`src/rtl/fib_gen.sv`:
```
// rtl/fib_gen.sv - iterative Fibonacci-type sequence generator with start/busy/done handshake
//
// Purpose:
//   Computes x(idx) of the recurrence x(n+1) = x(n) + x(n-1) from the seeds
//   x(0)=seed0 and x(1)=seed1. It performs one iteration per enabled clock.
//   The result is reported modulo 2^DW, with a flag when the true value
//   does not fit in DW bits.
//
// Ports:
//   clk      in   clock, rising edge
//   rst_n    in   asynchronous active-low reset
//   ce       in   clock enable; when low, every register holds
//   start    in   request, accepted only in IDLE with ce=1
//   idx      in   [IW-1:0] requested index, sampled with start
//   seed0    in   [DW-1:0] x(0), sampled with start
//   seed1    in   [DW-1:0] x(1), sampled with start
//   busy     out  computation in progress
//   done     out  one-enabled-cycle pulse; fib_out/ovf were just updated
//   fib_out  out  [DW-1:0] x(idx) mod 2^DW, held until next completion
//   ovf      out  true x(idx) >= 2^DW, held alongside fib_out

module fib_gen #(
  parameter int DW = 16,
  parameter int IW = 5
) (
  input  logic          clk,
  input  logic          rst_n,
  input  logic          ce,
  input  logic          start,
  input  logic [IW-1:0] idx,
  input  logic [DW-1:0] seed0,
  input  logic [DW-1:0] seed1,
  output logic          busy,
  output logic          done,
  output logic [DW-1:0] fib_out,
  output logic          ovf
);

  typedef enum logic {
    IDLE = 1'b0,
    RUN  = 1'b1
  } state_t;

  state_t        state_q, state_d;
  logic [DW-1:0] a_q, a_d;
  logic [DW-1:0] b_q, b_d;
  logic          a_ov_q, a_ov_d;
  logic          b_ov_q, b_ov_d;
  logic [IW-1:0] cnt_q, cnt_d;
  logic          busy_q, busy_d;
  logic          done_q, done_d;
  logic [DW-1:0] fib_q, fib_d;
  logic          ovf_q, ovf_d;

  // The extra top bit carries out of the DW-bit addition.
  logic [DW:0]   sum_w;

  assign sum_w = {1'b0, a_q} + {1'b0, b_q};

  always_comb begin
    state_d = state_q;
    a_d     = a_q;
    b_d     = b_q;
    a_ov_d  = a_ov_q;
    b_ov_d  = b_ov_q;
    cnt_d   = cnt_q;
    busy_d  = busy_q;
    done_d  = done_q;
    fib_d   = fib_q;
    ovf_d   = ovf_q;

    if (ce) begin
      // The done pulse lasts exactly one enabled cycle.
      done_d = 1'b0;
      case (state_q)
        IDLE: begin
          if (start) begin
            a_d     = seed0;
            b_d     = seed1;
            a_ov_d  = 1'b0;
            b_ov_d  = 1'b0;
            cnt_d   = idx;
            busy_d  = 1'b1;
            state_d = RUN;
          end
        end
        RUN: begin
          if (cnt_q != '0) begin
            a_d    = b_q;
            a_ov_d = b_ov_q;
            b_d    = sum_w[DW-1:0];
            // Overflow is sticky: once a term is wrong, every later term is too.
            b_ov_d = sum_w[DW] | a_ov_q | b_ov_q;
            cnt_d  = cnt_q - IW'(1);
          end else begin
            // Only a holds x(idx); b's overflow concerns x(idx+1) and is ignored.
            fib_d   = a_q;
            ovf_d   = a_ov_q;
            done_d  = 1'b1;
            busy_d  = 1'b0;
            state_d = IDLE;
          end
        end
        default: state_d = IDLE;
      endcase
    end
  end

  always_ff @(posedge clk or negedge rst_n) begin
    if (!rst_n) begin
      state_q <= IDLE;
      a_q     <= '0;
      b_q     <= '0;
      a_ov_q  <= 1'b0;
      b_ov_q  <= 1'b0;
      cnt_q   <= '0;
      busy_q  <= 1'b0;
      done_q  <= 1'b0;
      fib_q   <= '0;
      ovf_q   <= 1'b0;
    end else begin
      state_q <= state_d;
      a_q     <= a_d;
      b_q     <= b_d;
      a_ov_q  <= a_ov_d;
      b_ov_q  <= b_ov_d;
      cnt_q   <= cnt_d;
      busy_q  <= busy_d;
      done_q  <= done_d;
      fib_q   <= fib_d;
      ovf_q   <= ovf_d;
    end
  end

  assign busy    = busy_q;
  assign done    = done_q;
  assign fib_out = fib_q;
  assign ovf     = ovf_q;

endmodule
```
`config.mk`:
```
export PLATFORM = sky130hd
export DESIGN_NAME = fib_gen
export DESIGN_NICKNAME = d
export VERILOG_FILES = /design/src/rtl/fib_gen.sv
export SDC_FILE = /design/constraint.sdc
export NUM_CORES = 1
export LEC_CHECK = 0
export ABC_AREA = 1
export CAP_MARGIN = 15
export CORE_MARGIN = 2
export CORE_UTILIZATION = 36
export CTS_BUF_LIST = sky130_fd_sc_hd__clkbuf_8 sky130_fd_sc_hd__clkbuf_16
export CTS_CLUSTER_DIAMETER = 150
export DETAILED_ROUTE_END_ITERATION = 7
export PLACE_DENSITY = 0.58
export SYNTH_ARGS = -nofsm -noshare
export SYNTH_HDL_FRONTEND = slang
export SYNTH_SLANG_ARGS = --single-unit
export TNS_END_PERCENT = 1
```
`constraint.sdc`:
```
create_clock -name clk -period 3.38 [get_ports clk]
set_input_delay 0.676 -clock clk [delete_from_list [all_inputs] [get_ports clk]]
set_output_delay 0.676 -clock clk [all_outputs]
set_load 0.02 [all_outputs]
```
==> results of run 1 <==
## registers in the layout, summed over array words and instances (netlist names)
register	cells
b_ov_q	1
ovf	1
fib_out	16
b_q	16
cnt_q	5
a_q	16
state_q	1
a_ov_q	1
done	1
busy	1
## critical path, cell delays in order
cell	delay, ns
clkdlybuf4s50_1	0.52
inv_2	0.09
a21oi_1	0.15
nand2_2	0.42
a22oi_1	0.29
o21ai_0	0.11
## final timing paths
path | to | slack, ns | depth (start not counted)
hold reg to reg | fib_out[4]$_DFFE_PN0P_ | 0.47 | 2
max in group asynchronous | a_q[13]$_DFFE_PN0P_ | 2.40 | 2
setup / recovery | b_q[8]$_DFFE_PN0P_ | 1.30 | 6
min in group asynchronous | cnt_q[0]$_DFFE_PN0P_ | 0.48 | 2
setup reg to reg | b_ov_q$_DFFE_PN0P_ | 1.41 | 12
hold / removal | fib_out[4]$_DFFE_PN0P_ | 0.47 | 2
## layer usage
metal  vias up  share of wire (%)  track usage (%)
met1      1442                 48             24.8
met3         2                5.2             3.42
li1       1635                  -                -
met2        62                 46             28.8
met4         0               0.57             6.46
met5         -                  0                0
## through the flow
stage / area [um2] / setup WS (ns) / total power, mW
after global routing: 4410 / 1.05 / 4.50
after floorplan: 3490 / 1.77 / 2.75
after global placement: 4180 / 0.989 / 3.32
final: 4410 / 1.30 / 4.07
after detailed placement: 4180 / 0.948 / 3.36
after CTS: 4410 / 1.30 / 4.11
## logic make-up after synthesis
logic type	share of synthesized area, %
simple gates	32.4
flops	42.3
buf+inv	8.60
fa+ha+maj	7.03
compound gates	8.64
xor+xnor	1.00
## Yosys cell counts
library cell  count
nor2_1           16
nor3_4            1
nand3_1          37
nor3_1            3
or2_2             1
inv_2             5
nand2_1         207
nor2_4            1
a31oi_1           1
nand3_2           2
o21ai_1           3
fa_1              1
and2_1            1
xor2_1            3
nand4_1           1
buf_2             6
a22oi_1          11
dfrtp_1          59
inv_1            52
o21ai_0          10
o211ai_1         11
a21oi_1          13
nand2_2           1
buf_6             1
xnor2_1           1
nand3b_1          3
ha_1             18
buf_4             6
## area by class of cell
cell class / count / share of cell area (%)
multi-input cells: 346 / 38.9
flip-flops and latches: 59 / 33.5
repair buffers: 63 / 14.0
inverters: 57 / 4.85
well taps: 129 / 3.66
clock buffers: 10 / 3.12
clock inverters: 6 / 2.02
## power by group
group	switching, mW	total (mW)	internal (mW)	leakage (nW)
Sequential	0.240	1.26	1.02	0.739
Combinational	1.25	2.08	0.833	1.41
Clock	0.292	0.726	0.435	0.108
Total	1.78	4.07	2.29	2.26
==> reports/results.tsv, run 1 <==
metric	value	unit
Yosys top cell by area	dfrtp_1	
worst-skew pair later-pin latency	0.34	ns
worst relative slew slack	49.8	%
HP Class	reg2reg	
H-Tree Level Count	3	
Detailed Route WL	8550	um
Min-Delay Startpoint	fib_out[4]$_DFFE_PN0P_	
clk sink count	59	
Worst Path Required	3.60	ns
Synth cell types	28	
status	complete, no violations	
GPL Wtd Cong	0.860	
number of cell rows	35	
Static Leakage	2.26	nW
DR vias	3141	
layout net count	596	
vias in the first global route	3056	
Multi-input gate area	0.00171	mm2
share of layout cells above drive strength 1	5.91	%
io pins	60	
fillers	958	
TritonCTS Buffers	9	
Worst R2R Start	a_q[0]$_DFFE_PN0P_	
worst hold slack	0.468	ns
placed insts	654	
Worst Clk Skew	0.0109	ns
Netlist Area Pre-Place	0.00349	mm2
CTS root buf	clkbuf_8	
Reg area	0.00148	mm2
non-filler cells, final	670	
die width	102	um
syn avg cell area	7.35	um2
Core ar.	0.00933	mm2
Crit. End Element	flip-flop	
IO buf count	59	
worst setup path start	ce	
Pre-antenna DRT Iters	5	
WL/cell	12.8	um
Synth Warn #	0	
CP Class	in2reg	
syn_nets	535	
TNS Setup	0	ns
CTS Hold Bufs	0	
total track usage	18.1	%
power density cells	924	mW/mm2
Max Cap Viol	0	
1st-iter DRT viols	167	
Post-Synthesis Cells	475	
register bit total from synthesis	59	
area growth from synthesis to layout	26.3	%
final setup vio count	0	
most common cell after layout, fill and taps aside	nand2_1	
Detailed Place HPWL	6210	um
Inserted Diodes	0	
initial core utilization	37.4	%
Max Slew Vio Count	0	
Worst VDD drop	0.000308	V
CTS clk-pin slew, worst paths	0.07	ns
Final Util	47.3	%
share of the clock period used by the worst path	61.4	%
unrepaired setup endpoints after global routing	false	
Post-CTS Resized	0	
final hold vios	0	
antenna violations before repair	0	
post-route ant nets	0	
first-pass GRT wire length	14600	um
post-synth top area share	42.3	%
min Tclk post-route	2.08	ns
CP Launch Type	input pin	
CTS tree	built	
grt ovf	0	
post-synthesis sequential area ratio	42.3	%
die area	0.0105	mm2
Max FO, Critical Path	35	
fmax	482	MHz
Tightest Pin Transition	0.753	ns
# DRC	0	
most frequent cells in the layout	nand2_1 (207), dfrtp_1 (59), clkdlybuf4s50_1 (58)	
deepest clock path buffer count	2	
largest net degree at the start of global routing	60	
Via density	4.69	
Die Height	102	um
# Post-CTS Setup Buffers	0	
Arr. time, crit path	2.29	ns
Synth area leaders	dfrtp_1 (42%), nand2_1 (22%), ha_1 (6.5%), inv_1 (5.6%), nand3_1 (5.3%)	
No activity file was read; power rests on OpenSTA's default activity.
==> inputs of run 2 (changes only) <==
--- a/config.mk
+++ b/config.mk
@@ -12,7 +12,7 @@
 export CTS_BUF_LIST = sky130_fd_sc_hd__clkbuf_8 sky130_fd_sc_hd__clkbuf_16
 export CTS_CLUSTER_DIAMETER = 150
 export DETAILED_ROUTE_END_ITERATION = 7
-export PLACE_DENSITY = 0.58
+export PLACE_DENSITY = 0.6
 export SYNTH_ARGS = -nofsm -noshare
 export SYNTH_HDL_FRONTEND = slang
 export SYNTH_SLANG_ARGS = --single-unit
==> constraint.sdc (replaced) <==
create_clock -name clk -period 1.81 [get_ports clk]
set_input_delay 0.362 -clock clk [delete_from_list [all_inputs] [get_ports clk]]
set_output_delay 0.362 -clock clk [all_outputs]
set_load 0.02 [all_outputs]
==> run 2 against run 1 <==
  * Clock-buffer cell count is 1 higher
  * Via count rose by 2.9%
  * The run now ends with hold timing left
  * Critical path depth down 5
  * Worst setup slack lost 1.3 ns
  * Total power increased by 96%
  * Non-clock buffer count increased by 7
  * Die area did not move
  * Sequential share of layout area is 1.3 points lower
  * Largest cell class unchanged
  * Clock power grew 91%
==> reports/results.tsv, run 2 (synthesized netlist as in run 1, its figures left out) <==
metric	value	unit	change
status	finished with violations		
failing checks	hold timing		
first-pass GRT wire length	15200	um	+4.2%
WL/cell	13.2	um	+3.9%
Die Height	102	um	unchanged
Max Slew Vio Count	0		unchanged
worst-skew pair later-pin latency	0.35	ns	about the same
most frequent cells in the layout	nand2_1 (207), dfrtp_1 (59), clkdlybuf4s50_1 (58)		
Critical Path Max Stage Delay	0.64	ns	+0.12 ns
fraction of power consumed by sequential logic	30.1	%	-1.0 points
vias in the first global route	3097		+1.3%
net switching power	3.45	mW	+94%
Power, Total	7.98	mW	+96%
Worst Clk Skew	0.0122	ns	+0.00131 ns
post-route ant nets	0		unchanged
Power Internal	4.53	mW	+98%
CTS clk-pin slew, worst paths	0.07	ns	about the same
number of cell rows	35		unchanged
CTS root buf	clkbuf_8		
total track usage	18.9	%	+0.78 points
Core ar.	0.00933	mm2	unchanged
TNS Setup	0	ns	unchanged
Reg2Reg Depth	8		-4
Clk pwr share	17.4	%	-0.4 points
io pins	60		unchanged
Static Leakage	2.33	nW	+3.1%
antenna violations before repair	0		unchanged
Max FO, Critical Path	2		-94%
die width	102	um	unchanged
Inserted Diodes	0		unchanged
initial core utilization	37.4	%	unchanged
die area	0.0105	mm2	unchanged
final hold vios	2		+2
# DRC	0		unchanged
Worst Path Required	1.45	ns	-2.15 ns
1st-iter DRT viols	153		-8.4%
Slowest cell on crit path	clkdlybuf4s50_1		
Tightest Pin Transition	0.419	ns	-0.335 ns
Worst VDD drop	0.000604	V	+96%
TritonCTS Buffers	9		unchanged
most common cell after layout, fill and taps aside	nand2_1		
final setup vio count	0		unchanged
Crit. End Element	output pin		
RR Endpoint	b_q[9]$_DFFE_PN0P_		
Max Cap Viol	0		unchanged
min Tclk post-route	1.76	ns	
power density cells	1740	mW/mm2	+89%
Buffers & Inverters on Critical Path	1		-1
share of the clock period used by the worst path	97.2	%	
H-Tree Level Count	3		unchanged
Detailed Place HPWL	6420	um	+3.4%
unrepaired setup endpoints after global routing	true		
Largest delay share family, worst path	buffers and inverters		
Via density	4.77		+1.8%
share of layout cells above drive strength 1	8.94	%	+3.0 points
IO buf count	59		unchanged
Worst R2R Start	a_q[2]$_DFFE_PN0P_		
HP Class	in2async		
layout net count	603		+1.2%
combinational power share	52.6	%	+1.5 points
flop-to-flop setup slack	0.12	ns	-1.29 ns
CTS tree	built		
clk sink count	59		unchanged
Pre-antenna DRT Iters	5		unchanged
crit-path cells	clkdlybuf4s50_1		
sw frac	43.3	%	-0.43 points
CP Class	reg2out		
DR vias	3231		+2.9%
deepest clock path buffer count	2		unchanged
worst hold slack	-0.00239	ns	-0.470 ns
worst relative slew slack	72.0	%	+22 points
CP Launch Type	flip-flop		
largest net degree at the start of global routing	60		unchanged
area growth from synthesis to layout	31.4	%	
Arr. time, crit path	1.40	ns	-0.89 ns
fmax	568	MHz	
GPL Wtd Cong	0.864		+0.48%
grt ovf	0		unchanged
Detailed Route WL	8970	um	+5.0%
-- run 2: cell types whose count changed in the layout (fill, tap and decap cells not counted), sizes merged --
cell	change
buf	+7
clkbuf	+1
clkinv	-1
clkinvlp	-1
inv	+1
-- run 2: final cells by class --
type | count | area (um2)
multi-input combinational | 346 | 1790
timing repair buffer | 70 | 718
inverter | 57 | 214
tap | 129 | 161
fill | 951 | 4740
clock inverter | 5 | 76.3
clock buffer | 11 | 151
sequential | 59 | 1480
-- run 2: what timing repair did --
| action | in CTS | in global routing |
|---|---|---|
| setup buffers | 0 | 1 |
| hold buffers | 0 | 0 |
| endpoints found under the setup margin | 3 | 11 |
| pin swaps | 0 | 1 |
| resized for setup | 1 | 10 |
| cloned | 0 | 0 |
-- run 2: worst max path at each step --
stage / slack, ns / start / endpoint / cells after the start
global route: -0.01 / a_q[0]$_DFFE_PN0P_ / b_q[8]$_DFFE_PN0P_ / 11
CTS: 0.01 / a_q[0]$_DFFE_PN0P_ / b_ov_q$_DFFE_PN0P_ / 12
finish: 0.05 / done$_DFFE_PN0P_ / done / 1
global placement: 0.06 / a_q[0]$_DFFE_PN0P_ / b_q[8]$_DFFE_PN0P_ / 11
floorplan: 0.20 / a_q[0]$_DFFE_PN0P_ / b_q[8]$_DFFE_PN0P_ / 11
detailed placement: -0.007 / a_q[0]$_DFFE_PN0P_ / b_q[8]$_DFFE_PN0P_ / 11
-- run 2: layer usage --
layer	track usage, %	part of all wire (%)	up-vias
met4	6.77	1.3	0
met2	29.1	45	83
met1	26.4	49	1490
met5	0	0	-
met3	3.97	4.3	10
li1	-	-	1648
-- run 2: power by group through the flow --
stage,Sequential [mW],Clock [mW],Combinational [mW]
after floorplan,2.47,0,2.67
after global placement,2.36,0,3.99
after detailed placement,2.39,0,3.99
after CTS,2.37,1.41,4.04
after global routing,2.49,1.49,4.79
final,2.40,1.39,4.20
-- run 2: per-stage QoR --
stage	setup slack, ns	instances	hold WS, ns	utilization [%]	cell area, um2
3_5_place_dp	-0.00715	660	0.397	45.8	4280
3_3_place_gp	0.0596	660	0.394	45.8	4280
6_report	0.0504	677	-0.00239	49.2	4590
2_1_floorplan	0.203	475	0.0664	-	3490
5_1_grt	-0.0132	677	0.0143	49.2	4590
4_1_cts	0.0125	676	0.0210	48.3	4510
==> inputs of run 3 (changes only) <==
--- a/config.mk
+++ b/config.mk
@@ -8,11 +8,11 @@
 export ABC_AREA = 1
 export CAP_MARGIN = 15
 export CORE_MARGIN = 2
-export CORE_UTILIZATION = 36
+export CORE_UTILIZATION = 40
 export CTS_BUF_LIST = sky130_fd_sc_hd__clkbuf_8 sky130_fd_sc_hd__clkbuf_16
 export CTS_CLUSTER_DIAMETER = 150
 export DETAILED_ROUTE_END_ITERATION = 7
-export PLACE_DENSITY = 0.6
+export PLACE_DENSITY = 0.66
 export SYNTH_ARGS = -nofsm -noshare
 export SYNTH_HDL_FRONTEND = slang
 export SYNTH_SLANG_ARGS = --single-unit
==> run 3 against run 2 <==
  * The flow now finishes without violations
  * Wire length up 0.79%
  * Maximum frequency up 2.6%
  * Total power up 1.6%
  * Clock-buffer cell count unchanged
  * Final cell count down 2.7%
  * Clock power about the same
  * Sequential power about the same
  * Sequential share of layout area about the same
  * Combinational power up 2%
  * Critical path type is now reg2reg
  * Largest cell class unchanged
  * Largest power group unchanged
  * Highest routed layer unchanged
==> reports/results.tsv, run 3 (synthesized netlist as in run 1, its figures left out) <==
metric	value	unit	change
worst-skew pair later-pin latency	0.34	ns	about the same
# DRC	0		unchanged
antenna violations before repair	0		unchanged
power density cells	1770	mW/mm2	+1.5%
non-filler cells, final	659		-2.7%
WL/cell	13.7	um	+3.5%
most frequent cells in the layout	nand2_1 (207), dfrtp_1 (59), clkdlybuf4s50_1 (58)		
Reg area	0.00148	mm2	unchanged
Worst Clk Skew	0.00923	ns	-0.00297 ns
Reg2Reg Depth	9		+1
Via density	4.99		+4.6%
io pins	60		unchanged
share of the clock period used by the worst path	94.7	%	-2.5 points
TNS Setup	0	ns	unchanged
largest net degree at the start of global routing	60		unchanged
Power Internal	4.57	mW	+0.94%
initial core utilization	40.6	%	+3.2 points
grt ovf	0		unchanged
Multi-input gate area	0.00179	mm2	about the same
DR vias	3290		+1.8%
most common cell after layout, fill and taps aside	nand2_1		
1st-iter DRT viols	179		+17%
Max FO, Critical Path	5		+3
Inserted Diodes	0		unchanged
crit-path cells	ha_1 -> nand2_1 -> inv_1 -> nand2_1 -> nand2_1 -> a21oi_1 -> nand3_1 -> nand3_1 -> nand2_1		
area growth from synthesis to layout	31.5	%	
number of cell rows	34		-2.9%
net switching power	3.54	mW	+2.5%
Core ar.	0.00859	mm2	-7.9%
Detailed Route WL	9040	um	+0.79%
CTS Hold Bufs	0		unchanged
Arr. time, crit path	1.94	ns	+0.54 ns
unrepaired setup endpoints after global routing	true		
clk sink count	59		unchanged
design area	0.00459	mm2	+0.14%
sw frac	43.6	%	+0.37 points
final hold vios	0		-2
Die Height	97.4	um	-4.9%
Tightest Pin Transition	0.343	ns	-0.0760 ns
Clk pwr share	17.4	%	about the same
worst relative slew slack	77.1	%	+5.1 points
deepest clock path buffer count	2		unchanged
placed insts	638		-3.3%
post-route setup slack	0.0951	ns	+0.0447 ns
Power, Total	8.11	mW	+1.6%
vias in the first global route	3256		+5.1%
fraction of power consumed by sequential logic	30.0	%	about the same
post-route ant nets	0		unchanged
CTS tree	built		
layout net count	606		+0.50%
CP Launch Type	flip-flop		
fmax	583	MHz	+2.6%
share of layout cells above drive strength 1	9.44	%	+0.50 points
worst hold slack	0.0114	ns	+0.0137 ns
Final Util	53.4	%	+4.3 points
Pre-antenna DRT Iters	5		unchanged
final setup vio count	0		unchanged
Worst Path Required	2.03	ns	+0.58 ns
GPL Wtd Cong	0.876		+1.4%
TritonCTS Buffers	9		unchanged
CP most frequent cell	nand2_1		
fillers	829		-13%
Max Slew Vio Count	0		unchanged
dpl cell area	0.00424	mm2	-0.79%
Static Leakage	2.34	nW	+0.73%
Detailed Place HPWL	6460	um	+0.71%
die width	97.4	um	-4.9%
Worst VDD drop	0.000596	V	-1.5%
min Tclk post-route	1.71	ns	-0.0447 ns
combinational power share	52.6	%	about the same
IO buf count	59		unchanged
CP Class	reg2reg		
post-place setup slack	0.00816	ns	+0.0153 ns
first-pass GRT wire length	15100	um	-1.0%
Slowest cell on crit path	dfrtp_1		
CTS root buf	clkbuf_8		
H-Tree Level Count	3		unchanged
Critical Path Max Stage Delay	0.42	ns	-0.22 ns
total track usage	19.4	%	+0.53 points
Max Cap Viol	0		unchanged
HP Class	in2async		
status	complete, no violations		
CTS clk-pin slew, worst paths	0.07	ns	about the same
Crit. End Element	flip-flop		
die area	0.00949	mm2	-9.6%
run 3: timing repair:
action	in CTS	in global routing
buffers inserted	0	5
pin swaps	0	1
endpoints found under the setup margin	1	9
gates resized for setup	1	10
run 3: cell type report:
| class | count | area share, % |
|---|---|---|
| inverter | 57 | 4.66 |
| clock inverter | 5 | 1.85 |
| sequential | 59 | 32.2 |
| clock buffer | 11 | 3.30 |
| tap | 108 | 2.94 |
| multi-input combinational | 346 | 39.0 |
| timing repair buffer | 73 | 16.1 |
run 3: per-layer routing:
| metal | up-vias | track usage [%] | wire length, um | part of all wire [%] |
|---|---|---|---|---|
| li1 | 1660 | - | - | - |
| met1 | 1532 | 26.5 | 4080 | 45 |
| met2 | 84 | 31.7 | 4350 | 48 |
| met3 | 14 | 2.73 | 463 | 5.1 |
| met4 | 0 | 7.16 | 155 | 1.7 |
| met5 | - | 0 | 0 | 0 |
run 3: worst max-delay path: cells and delay by family, from the launching register on:
kind,cells,cell delay (ns)
simple gates,6,0.55
flops,1,0.42
fa+ha+maj,1,0.39
compound gates,1,0.18
buf+inv,1,0.06
run 3: path summary, 6_finish.rpt:
check | endpoint | start | slack, ns
max | b_q[14]$_DFFE_PN0P_ | b_q[12]$_DFFE_PN0P_ | 0.1
min | busy$_DFFE_PN0P_ | rst_n | 0.01
max reg2reg | b_q[14]$_DFFE_PN0P_ | b_q[12]$_DFFE_PN0P_ | 0.1
min reg2reg | fib_out[13]$_DFFE_PN0P_ | fib_out[13]$_DFFE_PN0P_ | 0.47
max in group asynchronous | a_q[6]$_DFFE_PN0P_ | rst_n | 1.52
min in group clk | fib_out[13]$_DFFE_PN0P_ | fib_out[13]$_DFFE_PN0P_ | 0.47
run 3: power groups by stage:
| stage | Combinational, mW | Sequential, mW | Clock [mW] |
|---|---|---|---|
| detailed placement | 3.97 | 2.41 | 0 |
| floorplan | 2.67 | 2.47 | 0 |
| global route | 4.81 | 2.51 | 1.51 |
| CTS | 4.02 | 2.39 | 1.44 |
| finish | 4.27 | 2.43 | 1.41 |
| global placement | 3.92 | 2.39 | 0 |
